**src/rtl/trng_collector.sv**
```systemverilog
// trng_collector: consumer side of the TRNG ring-oscillator entropy path.
// Synchronises raw_bit, samples it every div+1 cycles, runs a repetition-count
// health test, applies von Neumann debiasing and packs the surviving bits into
// WIDTH-bit words. Each word goes out through a one-deep valid/ready buffer.
//
// Ports:
//   clk            system clock
//   reset          synchronous, active-high reset
//   enable         collection enable; when low, all collection state is cleared
//   div            sample every div+1 clk cycles
//   raw_bit        asynchronous ring-oscillator entropy bit
//   data_o         output word (first collected bit in the MSB)
//   valid_o        data_o holds an unconsumed word
//   ready_i        consumer accepts data_o
//   overflow_o     sticky: a completed word was dropped
//   health_fail_o  sticky: repetition-count test tripped
//   clear_i        clears overflow_o, health_fail_o and the RCT count
module trng_collector #(
  parameter int unsigned WIDTH       = 32,
  parameter int unsigned SYNC_STAGES = 2,
  parameter int unsigned DIV_WIDTH   = 8,
  parameter int unsigned RCT_LIMIT   = 16
) (
  input  logic                 clk,
  input  logic                 reset,
  input  logic                 enable,
  input  logic [DIV_WIDTH-1:0] div,
  input  logic                 raw_bit,
  output logic [WIDTH-1:0]     data_o,
  output logic                 valid_o,
  input  logic                 ready_i,
  output logic                 overflow_o,
  output logic                 health_fail_o,
  input  logic                 clear_i
);

  localparam int unsigned BCW = $clog2(WIDTH);
  localparam int unsigned RCW = $clog2(RCT_LIMIT + 1);

  localparam logic [0:0] PAIR_EMPTY      = 1'b0;
  localparam logic [0:0] PAIR_HAVE_FIRST = 1'b1;

  logic [SYNC_STAGES-1:0] sync_q,    sync_d;
  logic [DIV_WIDTH-1:0]   div_cnt_q, div_cnt_d;
  logic [DIV_WIDTH-1:0]   div_lim_q, div_lim_d;
  logic [0:0]             pair_q,    pair_d;
  logic                   first_q,   first_d;
  logic [WIDTH-1:0]       sh_q,      sh_d;
  logic [BCW-1:0]         bit_cnt_q, bit_cnt_d;
  logic [RCW-1:0]         rct_cnt_q, rct_cnt_d;
  logic                   prev_q,    prev_d;
  logic [WIDTH-1:0]       data_q,    data_d;
  logic                   valid_q,   valid_d;
  logic                   ovf_q,     ovf_d;
  logic                   hf_q,      hf_d;

  logic           sample_c;
  logic           tick_c;
  logic [RCW-1:0] rct_inc_c;
  logic [RCW-1:0] rct_upd_c;
  logic           trip_c;
  logic           emit_c;
  logic           word_done_c;
  logic           ovf_set_c;

  // Next-state logic for the whole datapath and the pair-state FSM.
  always_comb begin
    sync_d      = {sync_q[SYNC_STAGES-2:0], raw_bit};
    div_cnt_d   = div_cnt_q;
    div_lim_d   = div_lim_q;
    pair_d      = pair_q;
    first_d     = first_q;
    sh_d        = sh_q;
    bit_cnt_d   = bit_cnt_q;
    rct_cnt_d   = rct_cnt_q;
    prev_d      = prev_q;
    data_d      = data_q;
    valid_d     = valid_q && !ready_i;
    ovf_d       = ovf_q;
    hf_d        = hf_q;
    emit_c      = 1'b0;
    word_done_c = 1'b0;

    sample_c = sync_q[SYNC_STAGES-1];
    tick_c   = enable && (div_cnt_q == div_lim_q);

    // Divider: the limit is only reloaded at a wrap (or while idle), so a
    // div change never truncates or stretches the period in progress.
    if (!enable) begin
      div_cnt_d = '0;
      div_lim_d = div;
    end else if (tick_c) begin
      div_cnt_d = '0;
      div_lim_d = div;
    end else begin
      div_cnt_d = div_cnt_q + DIV_WIDTH'(1);
    end

    // Repetition count: a zero count always becomes 1 on the next tick,
    // whatever prev_q holds, so prev_q needs no clearing.
    rct_inc_c = (rct_cnt_q == RCW'(RCT_LIMIT)) ? rct_cnt_q : rct_cnt_q + RCW'(1);
    rct_upd_c = (sample_c == prev_q) ? rct_inc_c : RCW'(1);
    trip_c    = tick_c && (rct_upd_c == RCW'(RCT_LIMIT));

    if (tick_c) begin
      prev_d = sample_c;
    end
    if (!enable || clear_i) begin
      rct_cnt_d = '0;
    end else if (tick_c) begin
      rct_cnt_d = rct_upd_c;
    end

    // Von Neumann pairing; held empty while the health flag is up.
    if (!enable || hf_q) begin
      pair_d = PAIR_EMPTY;
    end else if (tick_c) begin
      case (pair_q)
        PAIR_EMPTY: begin
          pair_d  = PAIR_HAVE_FIRST;
          first_d = sample_c;
        end
        default: begin
          pair_d = PAIR_EMPTY;
          emit_c = (first_q != sample_c);
        end
      endcase
    end

    // Packing: the word completes on the same edge as its last bit.
    if (!enable) begin
      sh_d      = '0;
      bit_cnt_d = '0;
    end else if (emit_c) begin
      sh_d = {sh_q[WIDTH-2:0], first_q};
      if (bit_cnt_q == BCW'(WIDTH - 1)) begin
        bit_cnt_d   = '0;
        word_done_c = 1'b1;
      end else begin
        bit_cnt_d = bit_cnt_q + BCW'(1);
      end
    end

    // Output buffer: a word loads if the slot is free or drains this cycle.
    ovf_set_c = word_done_c && valid_q && !ready_i;
    if (word_done_c && !ovf_set_c) begin
      data_d  = sh_d;
      valid_d = 1'b1;
    end

    // Sticky flags: a set in the same cycle beats clear_i.
    if (ovf_set_c) begin
      ovf_d = 1'b1;
    end else if (clear_i) begin
      ovf_d = 1'b0;
    end
    if (trip_c) begin
      hf_d = 1'b1;
    end else if (clear_i) begin
      hf_d = 1'b0;
    end
  end

  // State registers.
  always_ff @(posedge clk) begin
    if (reset) begin
      sync_q    <= '0;
      div_cnt_q <= '0;
      div_lim_q <= div;
      pair_q    <= PAIR_EMPTY;
      first_q   <= 1'b0;
      sh_q      <= '0;
      bit_cnt_q <= '0;
      rct_cnt_q <= '0;
      prev_q    <= 1'b0;
      data_q    <= '0;
      valid_q   <= 1'b0;
      ovf_q     <= 1'b0;
      hf_q      <= 1'b0;
    end else begin
      sync_q    <= sync_d;
      div_cnt_q <= div_cnt_d;
      div_lim_q <= div_lim_d;
      pair_q    <= pair_d;
      first_q   <= first_d;
      sh_q      <= sh_d;
      bit_cnt_q <= bit_cnt_d;
      rct_cnt_q <= rct_cnt_d;
      prev_q    <= prev_d;
      data_q    <= data_d;
      valid_q   <= valid_d;
      ovf_q     <= ovf_d;
      hf_q      <= hf_d;
    end
  end

  assign data_o        = data_q;
  assign valid_o       = valid_q;
  assign overflow_o    = ovf_q;
  assign health_fail_o = hf_q;

endmodule

```
**config.mk**
```make
export PLATFORM = sky130hd
export DESIGN_NAME = trng_collector
export DESIGN_NICKNAME = d
export VERILOG_FILES = /design/src/rtl/trng_collector.sv
export SDC_FILE = /design/constraint.sdc
export NUM_CORES = 1
export LEC_CHECK = 0
export BUFFER_PORTS_ARGS = -buffer_cell sky130_fd_sc_hd__buf_4
export CAP_MARGIN = 40
export CORE_AREA = 2 2 107 109
export DETAILED_ROUTE_END_ITERATION = 16
export DIE_AREA = 0 0 109 111
export PLACE_DENSITY = 0.66
export REMOVE_ABC_BUFFERS = 1
export SETUP_SLACK_MARGIN = 0.05
export SLEW_MARGIN = 20
export SYNTH_ARGS = -nofsm -noshare
export SYNTH_HDL_FRONTEND = slang
export SYNTH_SLANG_ARGS = --single-unit
```
**constraint.sdc**
```tcl
create_clock -name clk -period 3.3 [get_ports clk]
set_input_delay 0.66 -clock clk [delete_from_list [all_inputs] [get_ports clk]]
set_output_delay 0.66 -clock clk [all_outputs]
set_load 0.02 [all_outputs]
```
==> results.py, run 1 <==
metrics = {
    "detailed_routing": {
        "viasPerCell": 5.146,
        "routed_wl_um": 8732,
        "drc": 0,
        "wire_per_inst_um": 13.75,
        "ant_nets": 0,
        "num_vias": 3268,
        "drtIter0Drc": 263,
        "dr.pass1.iters": 4,
    },
    "yosys": {
        "synthTopCellsByCount": "89 x dfxtp_1, 77 x nand2_1, 75 x a21oi_1",
        "ys_types": 34,
        "synth_top_area_share_pct": 45.19,
        "synth_area_um2": 3943,
        "synthArstFlopShare_pct": 0,
        "yosysSeqAreaShare_pct": 51.29,
        "synth-edff-count": 8,
        "syn_inst": 454,
        "ys_ff_latch": 97,
        "yosysMostFrequentCell": "dfxtp_1",
        "ys_top_cells_by_area": "dfxtp_1 45%, a21oi_1 9.5%, nand2_1 7.3%",
        "synth_top_cell_by_area": "dfxtp_1",
        "synth_area_per_cell_um2": 8.684,
        "yosys_warnings": 0,
        "synth_flop_cell": "dfxtp_1",
    },
    "critical_path": {
        "critPathSlowestCell": "nand3_1",
        "path_cells": "ha_1 -> and3_1 -> ha_1 -> nand3_1 -> buf_4 -> o21ai_0 -> a21oi_1",
        "cp-end-kind": "flip-flop",
        "crit_top_cell": "ha_1",
        "critPathLaunchType": "flip-flop",
        "r2r_cells": 7,
        "critical_path.max_stage_delay_ns": 0.47,
        "arrival_ns": 2.51,
        "critical_path_class": "flip-flop to flip-flop",
        "critPathMaxFanout": 17,
        "worstPathRequired_ns": 3.51,
    },
    "clock_network": {
        "clockRootBuffer": "clkbuf_16",
        "cts_tree": "yes",
        "post_cts_resized": 0,
        "numCtsBuffers": 9,
        "clkLatencyLatePin_ns": 0.34,
        "postCtsSetupBuffers": 0,
        "hold_buffers": 0,
        "htree_levels": 3,
        "clkSlewWorstSetupHoldPaths_ns": 0.06,
        "cts_max_path_buffers": 2,
        "cts_sinks": 97,
    },
    "grt": {
        "grt_usage_pct": 14.97,
        "antenna_found_initial": 0,
        "grt_pass1_vias": 2967,
        "grt_pass1_wl_um": 14330,
        "grt_overflow_total": 0,
        "grt_max_degree": 38,
    },
    "final_layout": {
        "antenna_cells": 0,
        "regArea_um2": 2022,
        "nNetsFinal": 507,
        "area.growth.synth_to_final_pct": 20.60,
        "layout-drive-gt1-share_pct": 17.07,
        "finalCoreUtilization_pct": 42.92,
        "multi_input_area_um2": 1794,
        "nFillCells": 1096,
    },
    "place": {
        "dp_hpwl_um": 5689,
        "place.port_buffers": 48,
        "gp_congestion": 0.8294,
    },
    "timing": {
        "finalHoldViolCount": 0,
        "fmax_mhz": 436.0,
        "slew_headroom_pct": 62.00,
        "fin_crit_sh_pct": 69.51,
        "finalSetupViolCount": 0,
        "finalMaxSlewViolations": 0,
        "final.setup_skew_ns": 0.007583,
        "min_period_ns": 2.294,
        "worst_pin_slew_ns": 0.5684,
        "finalSetupTns_ns": 0,
        "rsz0062_at_grt": "false",
    },
    "die": {
        "rows": 39,
        "num_io_pins": 49,
        "core_um2": 11080,
        "start_util_pct": 35.59,
        "die-area_um2": 12100,
        "chipWidth_um": 109,
        "fp.dieH_um": 111,
    },
    "run_status": {
        "outcome": "finished clean",
    },
    "hold_path": {
        "min-delay-path-class": "flip-flop to flip-flop",
        "min_path_cells": 1,
    },
    "pwr": {
        "p_leak_nw": 1.624,
        "vdd_drop_max_v": 0.0002132,
        "power_density_nw_per_um2": 486.8,
    },
    "run": {
        "drv_cap": 0,
    },
}
[sequential cells by signal (all words and copies together), names as in the netlist]
register	cells
pair_q	1
sync_q	2
health_fail_o	1
prev_q	1
sh_q	31
bit_cnt_q	5
first_q	1
valid_o	1
rct_cnt_q	5
data_o	32
overflow_o	1
div_cnt_q	8
div_lim_q	8
[cell families (layout without fill, tap and decap cells)]
| logic type | after synthesis | after routing | share of synthesized area [%] |
|---|---|---|---|
| AO/OA/AOI/OAI | 118 | 118 | 15.36 |
| XOR/XNOR | 19 | 19 | 4.792 |
| adder cells (fa/ha/maj) | 5 | 5 | 1.587 |
| buffers and inverters | 37 | 75 | 3.682 |
| flip-flops | 97 | 97 | 51.29 |
| multiplexers | 2 | 2 | 0.5078 |
| AND/OR/NAND/NOR | 176 | 176 | 22.79 |
[cell usage in the layout (no fill, tap or decap)]
cell type	n
a21bo_2	1
a21oi_1	75
a31oi_1	2
and3_1	6
buf_4	57
buf_8	1
clkbuf_16	10
clkbuf_8	3
clkinv_4	1
dfxtp_1	89
edfxtp_1	8
ha_1	5
inv_1	2
inv_6	1
mux2i_1	2
nand2_1	77
nand2b_1	6
nand3_1	13
nand3_2	2
nand4_1	34
nand4b_1	3
nand4bb_1	1
nor2_1	17
nor2b_1	4
nor3_1	2
nor3b_1	1
nor4_2	4
nor4_4	1
o21a_1	1
o21ai_0	37
o31ai_1	2
or4_1	4
or4b_1	1
xnor2_1	7
xnor2_2	3
xor2_1	9
[worst max-delay path: cells and delay by family, from the launching register on]
family	cells	cell delay, ns
buffers and inverters	1	0.37
and+or+nand+nor	2	0.64
AOI/OAI and AO/OA	2	0.26
DFF	1	0.38
adders and majority gates	2	0.50
[layer usage]
metal	wire (µm)	vias to the layer above	GRT usage [%]
li1	-	1661	-
met1	4192	1534	20.01
met2	4061	63	23.31
met3	344	10	3.469
met4	133	0	5.726
met5	0	-	0
[cell type report]
| type | instances | share of cell area (%) |
|---|---|---|
| clock buffers | 13 | 6.132 |
| clock inverters | 2 | 0.3684 |
| inverters | 2 | 0.1579 |
| multi-input cells | 320 | 37.74 |
| flip-flops and latches | 97 | 42.53 |
| well taps | 143 | 3.763 |
| repair buffers | 58 | 9.316 |
[final timing paths]
| path | slack (ns) | start | end |
|---|---|---|---|
| max | 1.01 | bit_cnt_q[0] | data_o[23] |
| min | 0.45 | sync_q[0] | sync_q[1] |
| max reg2reg | 1.01 | bit_cnt_q[0] | data_o[23] |
| min reg2reg | 0.45 | sync_q[0] | sync_q[1] |
[power breakdown]
part	switching [mW]	leakage, nW	internal, mW
Sequential	0.00658	0.799	1.20
Combinational	0.0407	0.672	0.0240
Clock	0.429	0.153	0.619
[stage by stage]
step / hold slack [ns] / setup WS (ns) / total power [mW] / area (µm²) / cells
floorplan: 0.4138 / -0.2874 / 1.259 / 3805 / 419
global placement: 0.4227 / 0.9229 / 1.293 / 4423 / 618
detailed placement: 0.4239 / 0.9446 / 1.294 / 4446 / 620
CTS: 0.4470 / 1.011 / 2.340 / 4755 / 635
global route: 0.4754 / 0.8178 / 2.396 / 4755 / 635
finish: 0.4488 / 1.006 / 2.315 / 4755 / 635
(Power assumes the default switching activity.)
==> inputs of run 2 (changes only) <==
--- a/config.mk
+++ b/config.mk
@@ -5,12 +5,13 @@
 export SDC_FILE = /design/constraint.sdc
 export NUM_CORES = 1
 export LEC_CHECK = 0
+export ABC_AREA = 1
 export BUFFER_PORTS_ARGS = -buffer_cell sky130_fd_sc_hd__buf_4
 export CAP_MARGIN = 40
-export CORE_AREA = 2 2 107 109
+export CORE_AREA = 2 2 114 116
 export DETAILED_ROUTE_END_ITERATION = 16
-export DIE_AREA = 0 0 109 111
-export PLACE_DENSITY = 0.66
+export DIE_AREA = 0 0 116 118
+export PLACE_DENSITY = 0.68
 export REMOVE_ABC_BUFFERS = 1
 export SETUP_SLACK_MARGIN = 0.05
 export SLEW_MARGIN = 20
==> constraint.sdc (replaced) <==
create_clock -name clk -period 1.9 [get_ports clk]
set_input_delay 0.38 -clock clk [delete_from_list [all_inputs] [get_ports clk]]
set_output_delay 0.38 -clock clk [all_outputs]
set_load 0.02 [all_outputs]
==> results.py, run 2 <==
metrics = {
    "run_status": {
        "outcome": "finished clean",
    },
    "final_layout": {
        "mostFrequentLayoutCells": "161 x nand2_1, 122 x inv_1, 96 x nor2_1, 86 x dfxtp_1, 57 x buf_4",
        "layout-drive-gt1-share_pct": 17.91,
        "finalCoreUtilization_pct": 45.77,
        "nNetsFinal": 741,
        "layout_commonest_cell": "nand2_1",
        "area.growth.synth_to_final_pct": 25.75,
        "antenna_cells": 0,
    },
    "clock_network": {
        "cts_tree": "yes",
        "cts_sinks": 98,
        "clkLatencyLatePin_ns": 0.35,
        "numCtsBuffers": 9,
        "clkSlewWorstSetupHoldPaths_ns": 0.06,
        "clockRootBuffer": "clkbuf_16",
        "cts_max_path_buffers": 2,
        "htree_levels": 3,
    },
    "yosys": {
        "yosys_warnings": 0,
        "synthTopCellsByCount": "178 x nand2_1, 134 x inv_1, 98 x nor2_1",
        "ys_ff_latch": 98,
        "synthArstFlopShare_pct": 0,
        "yosysSeqAreaShare_pct": 45.20,
        "synth-edff-count": 8,
        "synth_top_area_share_pct": 39.88,
        "yosysMostFrequentCell": "nand2_1",
        "syn_inst": 668,
        "synth_area_um2": 4518,
        "ys_top_cells_by_area": "dfxtp_1 40%, nand2_1 15%, inv_1 11%",
        "synth_area_per_cell_um2": 6.764,
        "synth_flop_cell": "dfxtp_1",
        "synth_top_cell_by_area": "dfxtp_1",
        "ys_types": 31,
    },
    "timing": {
        "finalSetupTns_ns": 0,
        "finalHoldViolCount": 0,
        "final.setup_skew_ns": 0.009839,
        "fin_crit_sh_pct": 93.21,
        "slew_headroom_pct": 72.13,
        "finalSetupViolCount": 0,
        "finalMaxSlewViolations": 0,
        "fmax_mhz": 564.6,
        "worst_pin_slew_ns": 0.4151,
        "min_period_ns": 1.771,
        "rsz0062_at_grt": "true",
        "worst_slack_ns": 0.1290,
    },
    "run": {
        "drv_cap": 0,
    },
    "die": {
        "num_io_pins": 49,
        "rows": 41,
        "fp.dieH_um": 118,
        "chipWidth_um": 116,
        "start_util_pct": 36.39,
        "die-area_um2": 13690,
        "core_um2": 12410,
    },
    "critical_path": {
        "worstPathRequired_ns": 2.14,
        "cp-end-kind": "flip-flop",
        "arrival_ns": 2.01,
        "critPathMaxFanout": 8,
        "critical_path_class": "flip-flop to flip-flop",
        "critPathLaunchType": "flip-flop",
    },
    "pwr": {
        "p_leak_nw": 2.833,
        "vdd_drop_max_v": 0.0003256,
        "power_density_nw_per_um2": 720.6,
    },
    "grt": {
        "grt_use_met2_pct": 23.32,
        "grt_pass1_vias": 3521,
        "grt_max_degree": 34,
        "grt_usage_pct": 14.19,
        "use_met1_pct": 17.97,
        "grt.busiest_layer": "met2",
        "use_met3_pct": 2.575,
        "grt_pass1_wl_um": 15720,
        "grt_overflow_total": 0,
        "antenna_found_initial": 0,
    },
    "detailed_routing": {
        "ant_nets": 0,
        "num_vias": 3911,
        "viasPerCell": 4.355,
        "drtIter0Drc": 256,
        "dr.pass1.iters": 4,
        "drc": 0,
        "routed_wl_um": 9662,
        "wire_per_inst_um": 10.76,
    },
    "place": {
        "place_ws_ns": 0.07199,
        "dp_hpwl_um": 6163,
        "gp_congestion": 0.8044,
        "place.port_buffers": 48,
    },
    "hold_path": {
        "min-delay-path-class": "primary input to flip-flop",
    },
}
-- run 2: final cells by class --
type                       instances  area (µm²)
clock buffer                      10       239.0
sequential                        98        2047
fill                            1273        6733
multi-input combinational        404        1907
timing repair buffer              73       700.7
clock inverter                     5       62.56
tap                              172       215.2
inverter                         136       510.5
-- run 2: stage by stage --
stage          hold slack [ns]  area [µm²]  power, mW  std cells
6_report                0.2150        5682      4.094        898
5_1_grt                 0.2075        5682      4.249        898
4_1_cts                 0.2053        5489      4.139        892
3_5_place_dp            0.4018        5187      2.306        877
3_3_place_gp            0.4034        5187      2.306        877
2_1_floorplan           0.3883        4383      2.216        638
-- run 2: metal layers --
metal / share of wire [%] / wire (µm)
met1: 47 / 4534
met2: 47 / 4571
met3: 3.5 / 339
met4: 2.3 / 218
met5: 0 / 0
-- run 2: cell families after synthesis --
kind of cell / count (synthesis) / share of synthesized area [%]
compound gates: 23 / 2.769
xor+xnor: 7 / 1.357
fa+ha+maj: 5 / 1.385
buf+inv: 166 / 14.29
flops: 98 / 45.20
simple gates: 369 / 35.00
-- run 2: critical path, stage by stage (launching register included) --
cell and delay, ns:
dfxtp_1 0.37, ha_1 0.16, inv_1 0.05, nor3_2 0.14
ha_1 0.19, inv_1 0.09, nor3_4 0.22, buf_6 0.15
clkbuf_16 0.16, nand2_2 0.06, inv_2 0.04, nor2_1 0.03
-- run 2: power by group --
group | total, mW | internal, mW | switching (mW)
combinational | 0.153 | 0.0538 | 0.0988
clock | 1.83 | 1.06 | 0.776
sequential | 2.11 | 2.10 | 0.0118
-- run 2: timing repair --
item	in CTS	in global routing
gates resized for setup	0	44
setup endpoints to repair	0	59
buffers inserted	0	3
hold buffers	0	0
hold endpoints to repair	0	0
-- run 2: worst paths after layout --
kind                              startpoint            to  slack [ns]  cells after the start
worst max-delay path            bit_cnt_q[0]    data_o[20]        0.13                     11
worst min register to register     sync_q[0]     sync_q[1]        0.42                      2
worst max register to register  bit_cnt_q[0]    data_o[20]        0.13                     11
worst min-delay path                  div[0]  div_lim_q[0]        0.22                      1
==> inputs of run 3 (changes only) <==
--- a/config.mk
+++ b/config.mk
@@ -8,10 +8,10 @@
 export ABC_AREA = 1
 export BUFFER_PORTS_ARGS = -buffer_cell sky130_fd_sc_hd__buf_4
 export CAP_MARGIN = 40
-export CORE_AREA = 2 2 114 116
+export CORE_AREA = 2 2 96 98
 export DETAILED_ROUTE_END_ITERATION = 16
-export DIE_AREA = 0 0 116 118
-export PLACE_DENSITY = 0.68
+export DIE_AREA = 0 0 98 100
+export PLACE_DENSITY = 0.86
 export REMOVE_ABC_BUFFERS = 1
 export SETUP_SLACK_MARGIN = 0.05
 export SLEW_MARGIN = 20
==> results.py, run 3 (synthesized netlist as in run 2, its figures left out) <==
metrics = {
    "place": {
        "place.port_buffers": 48,
        "gp_congestion": 0.8288,
        "dp.cells": 816,
        "dp_hpwl_um": 6443,
    },
    "timing": {
        "worst_pin_slew_ns": 0.3857,
        "rsz0062_at_grt": "true",
        "fmax_mhz": 536.6,
        "min_period_ns": 1.864,
        "fin_crit_sh_pct": 98.08,
        "finalHoldViolCount": 0,
        "hold_slack_ns": 0.1831,
        "slew_headroom_pct": 74.10,
        "finalSetupTns_ns": 0,
        "final.setup_skew_ns": 0.01450,
        "finalMaxSlewViolations": 0,
        "finalSetupViolCount": 0,
    },
    "pwr": {
        "internal_power_mw": 2.802,
        "p_leak_nw": 2.799,
        "pwr-share-seq_pct": 58.0,
        "power_density_nw_per_um2": 662.0,
        "power.switching_mw": 0.8325,
        "p_clk_share_pct": 37.8,
        "vdd_drop_max_v": 0.0004851,
        "comb_power_share_pct": 4.2,
        "swShare_pct": 22.91,
    },
    "hold_path": {
        "min-delay-path-class": "primary input to flip-flop",
        "min_path_cells": 1,
    },
    "die": {
        "fp.dieH_um": 100,
        "rows": 35,
        "chipWidth_um": 98,
        "start_util_pct": 50.82,
        "die-area_um2": 9800,
        "core_um2": 8890,
        "num_io_pins": 49,
    },
    "critical_path": {
        "cp-end-kind": "flip-flop",
        "path_cells": "or2_4 -> nor3_4 -> buf_6 -> nand3_4 -> nor3_4 -> buf_12 -> clkbuf_16 -> nand2_2 -> inv_2 -> nor2_1",
        "critical_path.max_stage_delay_ns": 0.35,
        "critPathLaunchType": "flip-flop",
        "critPathMaxFanout": 8,
        "worstPathRequired_ns": 2.17,
        "r2r_cells": 10,
        "crit_top_cell": "nor3_4",
        "arrival_ns": 2.14,
        "critPathSlowestCell": "dfxtp_2",
        "critical_path_class": "flip-flop to flip-flop",
    },
    "final_layout": {
        "antenna_cells": 0,
        "layout-drive-gt1-share_pct": 18.06,
        "finalCoreUtilization_pct": 61.76,
        "layout_commonest_cell": "nand2_1",
        "finalNonFillerCells": 842,
        "nNetsFinal": 745,
        "mostFrequentLayoutCells": "163 x nand2_1, 124 x inv_1, 96 x nor2_1, 84 x dfxtp_1, 61 x buf_4",
        "area.growth.synth_to_final_pct": 21.52,
    },
    "grt": {
        "antenna_found_initial": 0,
        "grt_max_degree": 33,
        "grt_usage_pct": 19.79,
        "grt_pass1_vias": 3752,
        "grt_overflow_total": 0,
        "grt_pass1_wl_um": 16170,
    },
    "clock_network": {
        "htree_levels": 3,
        "numCtsBuffers": 9,
        "clkSlewWorstSetupHoldPaths_ns": 0.09,
        "cts_max_path_buffers": 2,
        "hold_buffers": 0,
        "clkLatencyLatePin_ns": 0.37,
        "clockRootBuffer": "clkbuf_8",
        "cts_sinks": 98,
        "cts_tree": "yes",
    },
    "detailed_routing": {
        "drtIter0Drc": 359,
        "ant_nets": 0,
        "num_vias": 4283,
        "routed_wl_um": 10590,
        "viasPerCell": 5.087,
        "wire_per_inst_um": 12.57,
        "dr.pass1.iters": 5,
        "drc": 0,
    },
    "run_status": {
        "outcome": "finished clean",
    },
    "run": {
        "drv_cap": 0,
    },
}
[run 3: changes by cell type in the layout (fill, tap and decap cells not counted), moves of 2 or more]
cell | previous run | this run
inv_1 | 122 | 124
buf_12 | 7 | 4
clkinvlp_4 | 2 | 0
buf_4 | 57 | 61
dfxtp_1 | 86 | 84
nand2_1 | 161 | 163
nand2_2 | 17 | 15
clkbuf_16 | 11 | 2
clkbuf_8 | 1 | 10
dfxtp_2 | 4 | 6
buf_2 | 0 | 2
inv_2 | 13 | 11
[run 3: path summary, 6_finish.rpt]
kind,startpoint,endpoint,slack (ns)
worst max-delay path,health_fail_o,data_o[11],0.04
worst min-delay path,div[6],div_lim_q[6],0.18
worst max register to register,health_fail_o,data_o[11],0.04
worst min register to register,sync_q[0],sync_q[1],0.42
[run 3: final cells by class]
class,count,area (µm²)
inverters,136,510.5
fillers,735,3400
multi-input cells,404,1899
flip-flops and latches,98,2049
clock inverters,5,58.81
well taps,111,138.9
clock buffers,11,141.4
repair buffers,77,691.9
[run 3: critical path: cells and delay by family, from the launching register on]
| family | cells | cell delay, ns |
|---|---|---|
| buf+inv | 4 | 0.50 |
| flops | 1 | 0.35 |
| simple gates | 6 | 0.90 |
[run 3: power by group through the flow]
stage	Combinational [mW]	Sequential [mW]	Clock, mW
finish	0.152	2.11	1.37
global route	0.168	2.11	1.48
CTS	0.145	2.11	1.39
detailed placement	0.144	2.16	0
global placement	0.140	2.16	0
floorplan	0.0640	2.15	0
[run 3: per-layer routing]
layer | global-route usage, % | vias to the layer above | share of wire, %
li1 | - | 2144 | -
met1 | 23.73 | 1948 | 43
met2 | 33.93 | 166 | 48
met3 | 4.805 | 25 | 6.4
met4 | 8.654 | 0 | 2.8
met5 | 0 | - | 0
[run 3: repair_timing]
action	CTS	global route
endpoints found under the hold margin	0	0
endpoints found under the setup margin	0	57
gates resized for setup	0	45
buffers inserted	0	4
[run 3: stage by stage]
step | total power [mW] | area [µm²] | setup WS [ns]
after floorplan | 2.216 | 4383 | -2.093
after global placement | 2.296 | 5074 | 0.09866
after detailed placement | 2.300 | 5074 | 0.05270
after CTS | 3.640 | 5274 | 0.08755
after global routing | 3.764 | 5490 | -0.01932
final | 3.635 | 5490 | 0.03643
